### config.mk
export PLATFORM = sky130hd
export DESIGN_NAME = ifb_queue
export DESIGN_NICKNAME = d
export VERILOG_FILES = /design/src/rtl/ifb_queue.sv
export SDC_FILE = /design/constraint.sdc
export NUM_CORES = 1
export LEC_CHECK = 0
export ABC_AREA = 1
export BUFFER_PORTS_ARGS = -buffer_cell sky130_fd_sc_hd__buf_2
export CAP_MARGIN = 20
export CORE_MARGIN = 1.5
export CORE_UTILIZATION = 62
export DETAILED_ROUTE_END_ITERATION = 10
export PLACE_DENSITY = 0.85
export SLEW_MARGIN = 15
export SYNTH_ARGS = -nofsm -noshare
export SYNTH_HDL_FRONTEND = slang
export SYNTH_SLANG_ARGS = --single-unit
### constraint.sdc
create_clock -name s_clk_i -period 8.93 [get_ports s_clk_i]
set_input_delay 0.893 -clock s_clk_i [delete_from_list [all_inputs] [get_ports s_clk_i]]
set_output_delay 0.893 -clock s_clk_i [all_outputs]
set_load 0.02 [all_outputs]
### src/rtl/ifb_queue.sv
// Instruction fetch buffer: a circular FIFO of fetched words sitting between
// the fetch request/response logic and the instruction aligner. Request
// credits guarantee a slot for every issued fetch; after a flush, responses
// to requests issued before the flush are dropped.
module ifb_queue #(
    parameter int DEPTH   = 4,
    parameter int MAX_OUT = 2
) (
    input  logic        s_clk_i,
    input  logic        s_reset_i,
    input  logic        s_flush_i,
    input  logic        s_req_i,
    output logic        s_req_ok_o,
    input  logic        s_rsp_i,
    input  logic [31:0] s_rsp_data_i,
    input  logic [2:0]  s_rsp_ferr_i,
    input  logic        s_rsp_lpinv_i,
    input  logic [1:0]  s_rsp_pred_i,
    input  logic        s_stall_i,
    output logic [4:0]  s_info_o,
    output logic [31:0] s_instr_o,
    output logic [1:0]  s_pred_o,
    output logic        s_ovf_o
);

    localparam int PTR_W = (DEPTH > 1) ? $clog2(DEPTH) : 1;
    localparam int CNT_W = $clog2(DEPTH + 1);
    // One spare count above MAX_OUT so a request issued alongside a flush
    // while the credit is exhausted cannot wrap the outstanding counter.
    localparam int OC_W  = $clog2(MAX_OUT + 2);
    localparam int SUM_W = CNT_W + OC_W;
    localparam int ENT_W = 38;

    // Entry layout: {pred[1:0], ferr[2:0], lpinv, data[31:0]}
    logic [ENT_W-1:0] mem [DEPTH];
    logic [ENT_W-1:0] head;

    logic [PTR_W-1:0] rd_ptr;
    logic [PTR_W-1:0] wr_ptr;
    logic [CNT_W-1:0] cnt;
    logic [OC_W-1:0]  out_cnt;
    logic [OC_W-1:0]  dis_cnt;
    logic             ovf;

    logic             empty;
    logic             full;
    logic             rsp_valid;
    logic             stray;
    logic             drop;
    logic             push_due;
    logic             pop;
    logic             overflow;
    logic             push;
    logic [SUM_W-1:0] credit_sum;

    // Decode this cycle's push/pop/drop/overflow events from registered state.
    always_comb begin
        empty      = (cnt == '0);
        full       = (cnt == CNT_W'(DEPTH));
        rsp_valid  = s_rsp_i & (out_cnt != '0);
        stray      = s_rsp_i & (out_cnt == '0);
        drop       = rsp_valid & (dis_cnt != '0);
        push_due   = rsp_valid & (dis_cnt == '0) & ~s_flush_i;
        pop        = ~empty & ~s_stall_i & ~s_flush_i;
        overflow   = push_due & full & ~pop;
        push       = push_due & ~overflow;
        credit_sum = SUM_W'(cnt) + SUM_W'(out_cnt);
        s_req_ok_o = (credit_sum < SUM_W'(DEPTH)) & (out_cnt < OC_W'(MAX_OUT)) & ~s_reset_i;
    end

    // Control state: pointers, occupancy, outstanding/discard counters, sticky overflow.
    always_ff @(posedge s_clk_i or posedge s_reset_i) begin
        if (s_reset_i) begin
            rd_ptr  <= '0;
            wr_ptr  <= '0;
            cnt     <= '0;
            out_cnt <= '0;
            dis_cnt <= '0;
            ovf     <= 1'b0;
        end else begin
            out_cnt <= out_cnt + OC_W'(s_req_i) - OC_W'(rsp_valid);
            if (overflow | stray) begin
                ovf <= 1'b1;
            end
            if (s_flush_i) begin
                // Everything currently outstanding belongs to the old stream.
                cnt     <= '0;
                rd_ptr  <= wr_ptr;
                dis_cnt <= out_cnt - OC_W'(rsp_valid);
            end else begin
                if (push) begin
                    wr_ptr <= wr_ptr + PTR_W'(1);
                end
                if (pop) begin
                    rd_ptr <= rd_ptr + PTR_W'(1);
                end
                if (push & ~pop) begin
                    cnt <= cnt + CNT_W'(1);
                end else if (pop & ~push) begin
                    cnt <= cnt - CNT_W'(1);
                end
                if (drop) begin
                    dis_cnt <= dis_cnt - OC_W'(1);
                end
            end
        end
    end

    // Entry storage; data path is not reset, validity comes from cnt.
    always_ff @(posedge s_clk_i) begin
        if (push) begin
            mem[wr_ptr] <= {s_rsp_pred_i, s_rsp_ferr_i, s_rsp_lpinv_i, s_rsp_data_i};
        end
    end

    // Present the head entry in the aligner format, or the empty pattern.
    always_comb begin
        head      = mem[rd_ptr];
        s_info_o  = 5'b00011;
        s_instr_o = '0;
        s_pred_o  = '0;
        s_ovf_o   = ovf;
        if (!empty) begin
            s_info_o  = {head[35:33], head[32], 1'b0};
            s_instr_o = head[31:0];
            s_pred_o  = head[37:36];
        end
    end

endmodule

==> impl_metrics.csv <==
group,metric,value,unit
critical_path,cp.buffers_inverters,2,
synthesis,yosysUniqueCellTypes,29,
global_routing,antenna_found_initial,0,
critical_path,cp_max_fo,78,
cts,cts_tree,"yes",
global_routing,gr-total-overflow,0,
critical_path,slowest_stage,"buf_4",
placed_design,gp_congestion,0.896,
critical_path,crit_path_frequent_cell,"nor2_1",
critical_path,critPathKind,"flop to output pin",
detailed_routing,drt_iter0_drc,557,
critical_path,path_cells,"buf_4 > nor2_1 > nor2_1 > o21ai_0 > a21oi_1 > buf_2",
finish,final_core_util,0.762,
critical_path,r2r-start,"dis_cnt[0]$_DFFE_PP0P_",
synthesis,syn_area_per_cell,12.2,um^2
global_routing,first_global_vias,4684,
detailed_routing,avgRoutedWirePerCell,19.3,um
cts,cts_hold_buffers,0,
critical_path,reg2regPathDepth,7,
critical_path,arrival,2.50,ns
synthesis,ys_ff_latch,164,
cts,clkLatencyLatePin,0.53,ns
die,core_region_area,0.0105,mm^2
die,fp.dieArea,0.0115,mm^2
finish,antennaDiodeCount,0,
die,placementRows,37,
finish,fillers,609,
timing,slew_viol_final,0,
die,die_height,107,um
detailed_routing,firstDrtPassIters,5,
timing,fmax,294,MHz
synthesis,yosysSeqAreaShare,0.720,
synthesis,synth_cells,555,
synthesis,yosys_warnings,0,
timing,period_needed,3.40,ns
synthesis,synth.cell_area,0.00675,mm^2
timing,fin_setup_tns,0,ns
placed_design,port_buffers,84,
cts,cts_resized,0,
detailed_routing,vias_per_cell,5.95,
pwr,ir_drop,191,uV
finish,drive_gt1_frac,0.224,
cts,cts_setup_buffers,0,
detailed_routing,ant_nets,0,
critical_path,end_kind,"output pin",
cts,clock_path_buffers,2,
placed_design,place_hpwl,8.25,mm
finish,area_growth,18.0,%
critical_path,slowest_delay,0.66,ns
timing,rsz0062_at_grt,"no",
detailed_routing,drc,0,
detailed_routing,route.vias.total,4662,
timing,skew,0.00996,ns
detailed_routing,wirelength,15.1,mm
cts,clock-sinks,164,
timing,post-route-period-util,0.380,
pwr,power_density,349,mW/mm^2
synthesis,syn_nets,608,
worst_hold_path,hp-class,"input port to async pin",
finish,layout.nets,688,
critical_path,cp_data_required_time,8.04,ns
timing,maxSlewHeadroom,0.432,
pwr,p_leak,2.99,nW
cts,clkTransAtPathRegs,0.07,ns
flow_run,maxCapViolations,0,
critical_path,cp-start-kind,"flop",
critical_path,rrSetupSlack,6.68,ns
global_routing,grt_pass1_wl,23.3,mm
cts,root_buffer,"clkbuf_8",
die,start_util,0.646,
critical_path,regToRegEndpoint,"mem[2][4]$_DFFE_PP_",
cts,cts_made_buffers,17,
placed_design,placed_area,0.00729,mm^2
die,io_pins,85,
die,dieWidth,107,um
cts,htreeDepth,4,
timing,worst_pin_slew,0.851,ns
critical_path,cp_top_family,"buffers and inverters",
timing,setup_viol_count_final,0,
global_routing,grt_max_degree,79,
outcome,status,"finished, final reports clean",
finish,final_area,0.00797,mm^2
timing,hold_viol,0,
global_routing,grtUsageTotal,0.274,
==> routing by layer <==
metal / wire length (um) / global-route usage
met1: 5750 / 0.338
met2: 7670 / 0.460
met3: 1170 / 0.0533
met4: 498 / 0.144
met5: 0 / 0
==> power by group <==
| part | internal, mW | leakage [nW] | switching (mW) | total [mW] |
|---|---|---|---|---|
| registers | 0.903 | 1.51 | 0.0385 | 0.942 |
| logic | 0.307 | 1.16 | 0.729 | 1.04 |
| clock network | 0.492 | 0.316 | 0.310 | 0.802 |
| total | 1.70 | 2.99 | 1.08 | 2.78 |
==> registers in the layout, indices dropped and copies added (netlist names) <==
| name | cells |
|---|---|
| mem | 152 |
| cnt | 3 |
| dis_cnt | 2 |
| out_cnt | 2 |
| rd_ptr | 2 |
| wr_ptr | 2 |
| s_ovf_o | 1 |
==> through the flow <==
step | power, mW | worst slack [ns] | std cells | hold slack [ns]
after floorplan | 1.68 | 5.58 | 555 | 0.508
after global placement | 1.90 | 6.01 | 748 | 0.482
after detailed placement | 1.95 | 6.07 | 751 | 0.508
after CTS | 2.76 | 5.48 | 783 | 0.385
after global routing | 2.91 | 5.42 | 784 | 0.421
final | 2.78 | 5.53 | 784 | 0.376
==> area by class of cell <==
type / count / area, um^2 / area share
Timing Repair Buffer: 91 / 538 / 0.0675
Tap cell: 136 / 170 / 0.0214
Inverter: 24 / 92.6 / 0.0116
Clock buffer: 18 / 418 / 0.0524
Clock inverter: 14 / 233 / 0.0292
Sequential cell: 164 / 4870 / 0.611
Multi-Input combinational cell: 337 / 1650 / 0.207
==> how the worst max path moves through the flow <==
stage,start,cells after the start,end
6_report,rd_ptr[0]$_DFFE_PP0P_,6,s_instr_o[29]
5_1_grt,rd_ptr[0]$_DFFE_PP0P_,6,s_instr_o[12]
4_1_cts,rd_ptr[0]$_DFFE_PP0P_,4,s_instr_o[15]
3_5_place_dp,rd_ptr[0]$_DFFE_PP0P_,4,s_info_o[1]
3_3_place_gp,s_flush_i,6,mem[1][24]$_DFFE_PP_
2_1_floorplan,s_flush_i,5,mem[0][0]$_DFFE_PP_
==> kinds of logic after synthesis <==
| logic type | count (synthesis) | synth area share |
|---|---|---|
| XOR/XNOR | 3 | 0.00389 |
| buffers and inverters | 54 | 0.0395 |
| AND/OR/NAND/NOR | 196 | 0.121 |
| flip-flops | 164 | 0.720 |
| AO/OA/AOI/OAI | 129 | 0.0978 |
| adder cells (fa/ha/maj) | 9 | 0.0178 |
==> synth_stat cells (all sizes together) <==
cell    number  area, um^2
a21oi       40         200
a31oi        2        12.5
buf         20         135
clkbuf      10        38.8
dfrtp       12         300
edfxtp     152        4560
fa           1        20.0
ha           8         100
inv         24        92.6
nand2       28         130
nand3        3        40.0
nand4        2        18.8
nor2       163         627
o211ai       2        15.0
o21ai       84         424
o311ai       1        8.76
xnor2        3        26.3
==> cells in the final DEF (no fill, tap or decap) <==
cell	netlist	final
o211ai_1	2	2
inv_2	5	5
nor2_1	161	157
nand2_1	22	22
a21oi_1	40	40
edfxtp_1	152	152
buf_12	0	2
nand4_1	1	1
inv_1	18	18
bufinv_16	0	5
nand3_4	2	2
fa_1	1	1
dfrtp_1	12	11
nor2_4	2	6
inv_8	0	2
buf_16	0	2
nand2_2	4	4
nand3_1	1	1
nand2_4	2	2
clkbuf_1	9	1
inv_6	0	6
nand4_2	1	1
o21ai_1	3	3
dfrtp_2	0	1
o21ai_0	80	80
clkbuf_16	0	16
a31oi_1	2	2
o21ai_2	1	1
inv_4	1	1
xnor2_1	3	3
clkbuf_8	0	1
ha_1	8	8
buf_2	12	84
o311ai_0	1	1
clkinvlp_4	0	1
buf_4	4	3
Power figures use the tool's default switching activity.
